===== config.mk =====
export PLATFORM = sky130hd
export DESIGN_NAME = apb_event_arbiter_flat
export DESIGN_NICKNAME = d
export VERILOG_FILES = /design/src/rtl/apb_event_arbiter_pkg.sv /design/src/rtl/apb_event_arbiter_if.sv /design/src/rtl/apb_event_arbiter_rr_arbiter.sv /design/src/rtl/apb_event_arbiter.sv /design/src/flat_wrapper.sv
export SDC_FILE = /design/constraint.sdc
export NUM_CORES = 1
export LEC_CHECK = 0
export CAP_MARGIN = 25
export CORE_MARGIN = 5
export CORE_UTILIZATION = 35
export CTS_CLUSTER_SIZE = 24
export DETAILED_ROUTE_END_ITERATION = 12
export GPL_ROUTABILITY_DRIVEN = 0
export PLACE_DENSITY = 0.63
export SKIP_CTS_REPAIR_TIMING = 1
export SYNTH_ARGS = -nofsm -noshare
export SYNTH_HDL_FRONTEND = slang
export SYNTH_HIERARCHICAL = 1
export SYNTH_SLANG_ARGS = --single-unit

===== constraint.sdc =====
create_clock -name clk -period 6.7 [get_ports clk]
set_clock_uncertainty 0.1 [all_clocks]
set_input_delay 1.34 -clock clk [delete_from_list [all_inputs] [get_ports clk]]
set_output_delay 1.34 -clock clk [all_outputs]
set_load 0.01 [all_outputs]

===== src/rtl/apb_event_arbiter_pkg.sv =====
// Shared types and constants for the APB event arbiter.
//   state_t  : transfer FSM states
//   EVT_ADDR : APB address written for each event source (up to 8 sources)
//   OVF_BIT  : bit of the write data that carries the saturation flag
package apb_evt_pkg;

    typedef enum logic [1:0] {
        IDLE,
        SETUP,
        ACCESS
    } state_t;

    localparam int MAX_EVT = 8;
    localparam int OVF_BIT = 31;

    // Sources 0..2 have fixed addresses; sources 3..7 are offset from the
    // source-2 base by k * 64 KiB.
    localparam logic [31:0] EVT_ADDR [MAX_EVT] = '{
        32'hABBA_0000,
        32'hBAFF_0000,
        32'hCAFE_0000,
        32'hCAFE_0000 + 32'd3 * 32'h0001_0000,
        32'hCAFE_0000 + 32'd4 * 32'h0001_0000,
        32'hCAFE_0000 + 32'd5 * 32'h0001_0000,
        32'hCAFE_0000 + 32'd6 * 32'h0001_0000,
        32'hCAFE_0000 + 32'd7 * 32'h0001_0000
    };

endpackage


===== src/rtl/apb_event_arbiter_if.sv =====
// APB bus between the event arbiter (master) and a single completer.
//   apb_psel_o / apb_penable_o / apb_paddr_o / apb_pwrite_o / apb_pwdata_o : master -> completer
//   apb_pready_i                                                           : completer -> master
interface apb_event_arbiter_if;

    logic        apb_psel_o;
    logic        apb_penable_o;
    logic [31:0] apb_paddr_o;
    logic        apb_pwrite_o;
    logic [31:0] apb_pwdata_o;
    logic        apb_pready_i;

    modport master (
        output apb_psel_o,
        output apb_penable_o,
        output apb_paddr_o,
        output apb_pwrite_o,
        output apb_pwdata_o,
        input  apb_pready_i
    );

    modport slave (
        input  apb_psel_o,
        input  apb_penable_o,
        input  apb_paddr_o,
        input  apb_pwrite_o,
        input  apb_pwdata_o,
        output apb_pready_i
    );

endinterface


===== src/rtl/apb_event_arbiter_rr_arbiter.sv =====
// Combinational round-robin arbiter.
//   req        : one request bit per source
//   last_grant : index of the most recently granted source
//   grant      : one-hot winner, searching last_grant+1, last_grant+2, ... mod NUM_EVT
//   valid      : at least one request is present
module rr_arbiter #(
    parameter int NUM_EVT = 3,
    localparam int IDX_W  = (NUM_EVT > 1) ? $clog2(NUM_EVT) : 1
) (
    input  logic [NUM_EVT-1:0] req,
    input  logic [IDX_W-1:0]   last_grant,
    output logic [NUM_EVT-1:0] grant,
    output logic               valid
);

    always_comb begin
        grant = '0;
        valid = 1'b0;
        // off = NUM_EVT wraps back to last_grant itself, so it is searched last.
        for (int off = 1; off <= NUM_EVT; off++) begin
            logic [IDX_W-1:0] idx;
            idx = IDX_W'((int'(last_grant) + off) % NUM_EVT);
            if (!valid && req[idx]) begin
                grant[idx] = 1'b1;
                valid      = 1'b1;
            end
        end
    end

endmodule


===== src/rtl/apb_event_arbiter.sv =====
// Event-to-APB drain engine.
// Counts event pulses per source in saturating counters (with a sticky
// overflow flag) and drains each non-zero counter as one APB write to the
// source's address, choosing sources round-robin.
//   clk     : clock, rising edge
//   reset   : synchronous active-low reset
//   event_i : one pulse per cycle per source
//   apb     : APB master port (psel/penable/paddr/pwrite/pwdata out, pready in)
//   busy_o  : high while a transfer is in SETUP or ACCESS
module apb_event_arbiter
    import apb_evt_pkg::*;
#(
    parameter int NUM_EVT = 3,
    parameter int CNT_W   = 8
) (
    input  logic                clk,
    input  logic                reset,
    input  logic [NUM_EVT-1:0]  event_i,
    apb_event_arbiter_if.master apb,
    output logic                busy_o
);

    localparam int IDX_W = (NUM_EVT > 1) ? $clog2(NUM_EVT) : 1;
    localparam logic [CNT_W-1:0] CNT_MAX = '1;

    state_t             state_reg, state_next;
    logic [CNT_W-1:0]   pending_reg  [NUM_EVT];
    logic [CNT_W-1:0]   pending_next [NUM_EVT];
    logic [NUM_EVT-1:0] ovf_reg, ovf_next;
    logic [NUM_EVT-1:0] req, grant;
    logic               grant_valid;
    logic               capture;
    logic [IDX_W-1:0]   last_grant_reg;
    logic [IDX_W-1:0]   win_idx;
    logic [2:0]         addr_sel;
    logic [31:0]        pwdata_cap;
    logic               psel_reg, penable_reg, busy_reg;
    logic [31:0]        paddr_reg, pwdata_reg;

    // Per-source counter update. A capture clears the counter but still
    // counts an event arriving in the same cycle, so nothing is lost.
    generate
        for (genvar gi = 0; gi < NUM_EVT; gi++) begin : g_src
            logic take;
            logic at_max;
            assign take   = capture && grant[gi];
            assign at_max = (pending_reg[gi] == CNT_MAX);
            assign req[gi] = |pending_reg[gi];
            assign pending_next[gi] = take ? CNT_W'(event_i[gi]) :
                                      (event_i[gi] && !at_max) ? pending_reg[gi] + 1'b1 :
                                      pending_reg[gi];
            assign ovf_next[gi] = take ? 1'b0 :
                                  (event_i[gi] && at_max) ? 1'b1 :
                                  ovf_reg[gi];
        end
    endgenerate

    rr_arbiter #(.NUM_EVT(NUM_EVT)) u_rr (
        .req        (req),
        .last_grant (last_grant_reg),
        .grant      (grant),
        .valid      (grant_valid)
    );

    always_comb begin
        win_idx = '0;
        for (int k = 0; k < NUM_EVT; k++) begin
            if (grant[k]) win_idx = IDX_W'(k);
        end
    end

    assign addr_sel = 3'(win_idx);

    always_comb begin
        pwdata_cap                = '0;
        pwdata_cap[CNT_W-1:0]     = pending_reg[win_idx];
        pwdata_cap[OVF_BIT]       = ovf_reg[win_idx];
    end

    always_comb begin
        state_next = state_reg;
        capture    = 1'b0;
        case (state_reg)
            IDLE: begin
                if (grant_valid) begin
                    capture    = 1'b1;
                    state_next = SETUP;
                end
            end
            SETUP:   state_next = ACCESS;
            ACCESS:  if (apb.apb_pready_i) state_next = IDLE;
            default: state_next = IDLE;
        endcase
    end

    // Bus outputs are registered from the next state so they change on the
    // same edge as the state itself.
    always_ff @(posedge clk) begin
        if (!reset) begin
            state_reg      <= IDLE;
            for (int k = 0; k < NUM_EVT; k++) pending_reg[k] <= '0;
            ovf_reg        <= '0;
            last_grant_reg <= IDX_W'(NUM_EVT - 1);
            psel_reg       <= 1'b0;
            penable_reg    <= 1'b0;
            busy_reg       <= 1'b0;
            paddr_reg      <= '0;
            pwdata_reg     <= '0;
        end else begin
            state_reg <= state_next;
            for (int k = 0; k < NUM_EVT; k++) pending_reg[k] <= pending_next[k];
            ovf_reg     <= ovf_next;
            psel_reg    <= (state_next != IDLE);
            penable_reg <= (state_next == ACCESS);
            busy_reg    <= (state_next != IDLE);
            if (capture) begin
                paddr_reg      <= EVT_ADDR[addr_sel];
                pwdata_reg     <= pwdata_cap;
                last_grant_reg <= win_idx;
            end
        end
    end

    assign apb.apb_psel_o    = psel_reg;
    assign apb.apb_penable_o = penable_reg;
    assign apb.apb_paddr_o   = paddr_reg;
    assign apb.apb_pwrite_o  = 1'b1;
    assign apb.apb_pwdata_o  = pwdata_reg;
    assign busy_o            = busy_reg;

endmodule


===== src/flat_wrapper.sv =====
// flat-port wrapper written by rule: the top's interface ports become plain ports
module apb_event_arbiter_flat import apb_evt_pkg::*;
#(
    parameter int NUM_EVT = 3,
    parameter int CNT_W   = 8
)
  (clk, reset, event_i, busy_o, apb_apb_psel_o, apb_apb_penable_o, apb_apb_paddr_o, apb_apb_pwrite_o, apb_apb_pwdata_o, apb_apb_pready_i);
  apb_event_arbiter_if apb_i ();
  input  logic clk;
  input  logic reset;
  input  logic [NUM_EVT-1:0] event_i;
  output logic busy_o;
  output wire logic [$bits(apb_i.apb_psel_o)-1:0] apb_apb_psel_o;
  output wire logic [$bits(apb_i.apb_penable_o)-1:0] apb_apb_penable_o;
  output wire logic [$bits(apb_i.apb_paddr_o)-1:0] apb_apb_paddr_o;
  output wire logic [$bits(apb_i.apb_pwrite_o)-1:0] apb_apb_pwrite_o;
  output wire logic [$bits(apb_i.apb_pwdata_o)-1:0] apb_apb_pwdata_o;
  input wire logic [$bits(apb_i.apb_pready_i)-1:0] apb_apb_pready_i;
  assign apb_apb_psel_o = apb_i.apb_psel_o;
  assign apb_apb_penable_o = apb_i.apb_penable_o;
  assign apb_apb_paddr_o = apb_i.apb_paddr_o;
  assign apb_apb_pwrite_o = apb_i.apb_pwrite_o;
  assign apb_apb_pwdata_o = apb_i.apb_pwdata_o;
  assign apb_i.apb_pready_i = apb_apb_pready_i;
  apb_event_arbiter #(.NUM_EVT(NUM_EVT), .CNT_W(CNT_W)) u_core (.clk(clk), .reset(reset), .event_i(event_i), .apb(apb_i), .busy_o(busy_o));
endmodule

==> impl_metrics.tcl <==
set metrics [dict create \
    cp.required_ns 6.77 \
    min_period_over_period 0.484 \
    cts_root_buf "clkbuf_8" \
    drtPass1Iterations 4 \
    hold_class "register to register" \
    detail_route.vias_per_cell 5.14 \
    syn2layout_area_growth_pct 8.92 \
    cts_buffers 5 \
    synth.distinct_cells 49 \
    wirelength_mm 7.03 \
    overflow 0 \
    core_um2 8720 \
    place_hpwl_mm 5.21 \
    largest_reg_flops 24 \
    synth_area_leader_cell "dfxtp_1" \
    run_status "finished clean" \
    clk_latency_ns 0.31 \
    p_leak_nw 1.32 \
    drtIter0Drc 155 \
    port_buffers 32 \
    crit_path_end_kind "register" \
    clock.fmax_ghz 0.308 \
    cap_violations 0 \
    ioPinCount 74 \
    ant_nets 0 \
    ys_seq_area_frac 0.307 \
    crit_type "register to register" \
    place_area_um2 3260 \
    crit_fanout 12 \
    clockBufferDepth 2 \
    max-slew-margin-rel 0.606 \
    diodes 0 \
    syn_area_um2 3130 \
    ys.warnings.count 14 \
    synth_cells 373 \
    setup_viol 0 \
    synth_edf_count 0 \
    grt.total_usage 0.124 \
    synth_top_area_frac 0.307 \
    design_area_um2 3410 \
    syn_avg_cell_area_um2 8.38 \
    rsz0062_at_grt "no" \
    cts_tree "done" \
    final_net_count 396 \
    synth.area.top_cells "dfxtp_1 31%, buf_4 12%, mux2i_1 7.7%" \
    min_period_ns 3.24 \
    fin_setup_tns_ns 0 \
    grt_max_degree 34 \
    die_h_um 105 \
    num_rows 34 \
    die_area_um2 10900 \
    ys_async_sr_fraction 0 \
    ys_ff_latch 48 \
    antenna_found_initial 0 \
    grt_pass1_vias 2290 \
    grt_pass1_wl_mm 11.4 \
    worst_slew_pin_slew_ns 0.588 \
    die_w_um 105 \
    finalHoldViolations 0 \
    htreeDepth 2 \
    avgRoutedWirePerCell_um 14.4 \
    vias 2514 \
    p_total_mw 1.17 \
    power_density_nw_per_um2 343 \
    synth_top_flop_cell "dfxtp_1" \
    clk_pin_slew_ns 0.09 \
    drc_errors 0 \
    slew_violations 0 \
    ir_drop_mv 0.145 \
    arrival_ns 3.32 \
    initial_core_util 0.359 \
    drive_gt1_frac 0.0630 \
    cts_sinks 48 \
    worstSetupStartpointType "register" \
]
-- layout by cell type, fill, tap and decap left out, types with 10 or more instances in the layout --
| master | Yosys | routed |
|---|---|---|
| ha_1 | 10 | 10 |
| mux2i_1 | 24 | 24 |
| nor2_1 | 15 | 15 |
| o21ai_0 | 16 | 16 |
| inv_1 | 17 | 17 |
| a21oi_1 | 16 | 16 |
| clkdlybuf4s50_1 | 0 | 32 |
| nand2_1 | 21 | 21 |
| nand3_1 | 26 | 26 |
| conb_1 | 2 | 41 |
| dfxtp_1 | 48 | 48 |
-- through the flow --
step | hold WS (ns) | setup WS (ns) | instances | utilization
2_1_floorplan | 0.331 | 4.24 | 412 | -
3_3_place_gp | 0.352 | 3.24 | 480 | 0.374
6_report | 0.365 | 3.46 | 489 | 0.391
3_5_place_dp | 0.354 | 3.08 | 480 | 0.374
5_1_grt | 0.396 | 3.10 | 489 | 0.391
4_1_cts | 0.368 | 3.07 | 488 | 0.390
-- Yosys cell counts (2+ instances only) --
library cell / count
a211o_1: 2
a211oi_1: 4
a21oi_1: 16
a311oi_1: 3
a31oi_1: 9
a41oi_1: 4
and2_1: 2
and3_1: 5
and4_1: 4
buf_1: 2
buf_2: 8
buf_4: 51
clkbuf_1: 12
conb_1: 2
dfxtp_1: 48
ha_1: 10
inv_1: 17
mux2_2: 9
mux2i_1: 24
nand2_1: 21
nand2b_1: 2
nand3_1: 26
nand3b_1: 9
nand4_1: 8
nand4bb_1: 3
nor2_1: 15
nor2b_1: 5
nor3_1: 9
nor3b_1: 2
nor4_1: 3
nor4bb_1: 2
o211ai_1: 3
o21ai_0: 16
o21ai_1: 2
-- power breakdown --
part           leakage [nW]  total (mW)  switching (mW)  internal, mW
Clock                0.0687       0.258           0.107         0.150
Sequential            0.391       0.368          0.0418         0.326
Combinational         0.858       0.541           0.304         0.237
-- worst paths after layout --
| kind | start | slack [ns] | cells after the start | endpoint |
|---|---|---|---|---|
| worst min register to register | u_core/apb.apb_paddr_o[30]$_SDFFE_PN0P_ | 0.37 | 2 | u_core/apb.apb_paddr_o[30]$_SDFFE_PN0P_ |
| worst max-delay path | u_core/apb.apb_paddr_o[28]$_SDFFE_PN0P_ | 3.46 | 9 | u_core/pending_reg[1][0]$_SDFFE_PN0P_ |
| worst min-delay path | u_core/apb.apb_paddr_o[30]$_SDFFE_PN0P_ | 0.37 | 2 | u_core/apb.apb_paddr_o[30]$_SDFFE_PN0P_ |
| worst max register to register | u_core/apb.apb_paddr_o[28]$_SDFFE_PN0P_ | 3.46 | 9 | u_core/pending_reg[1][0]$_SDFFE_PN0P_ |
-- layout make-up --
cell class	count	area, µm²
multi-input combinational	274	1770
clock buffer	5	68.8
inverter	17	63.8
timing repair buffer	34	335
sequential	48	961
tap	108	135
clock inverter	3	68.8
fill	864	5320
-- routing by layer --
| metal | global-route usage | up-vias | wire length [µm] |
|---|---|---|---|
| met3 | 0.0317 | 10 | 448 |
| met2 | 0.194 | 78 | 3210 |
| met1 | 0.167 | 1163 | 3250 |
| li1 | - | 1263 | - |
| met5 | 0 | - | 0 |
| met4 | 0.0398 | 0 | 121 |
-- critical path, stage by stage, from the launching register on --
cell	delay, ns
dfxtp_1	0.44
inv_1	0.09
ha_1	0.49
mux2i_1	0.28
nand2_1	0.07
a21oi_1	0.15
o21a_1	0.47
nand4bb_1	0.57
mux2i_1	0.33
a31oi_1	0.12
-- cells by family (layout without fill, tap and decap cells) --
kind of cell | Yosys count | after routing | synth area share
flip-flops | 48 | 48 | 0.307
AO/OA/AOI/OAI | 68 | 68 | 0.142
other | 2 | 41 | 0.00240
AND/OR/NAND/NOR | 122 | 122 | 0.227
buffers and inverters | 90 | 59 | 0.172
multiplexers | 33 | 33 | 0.109
adder cells (fa/ha/maj) | 10 | 10 | 0.0400
Note: power is estimated with default switching activity, not from simulation.
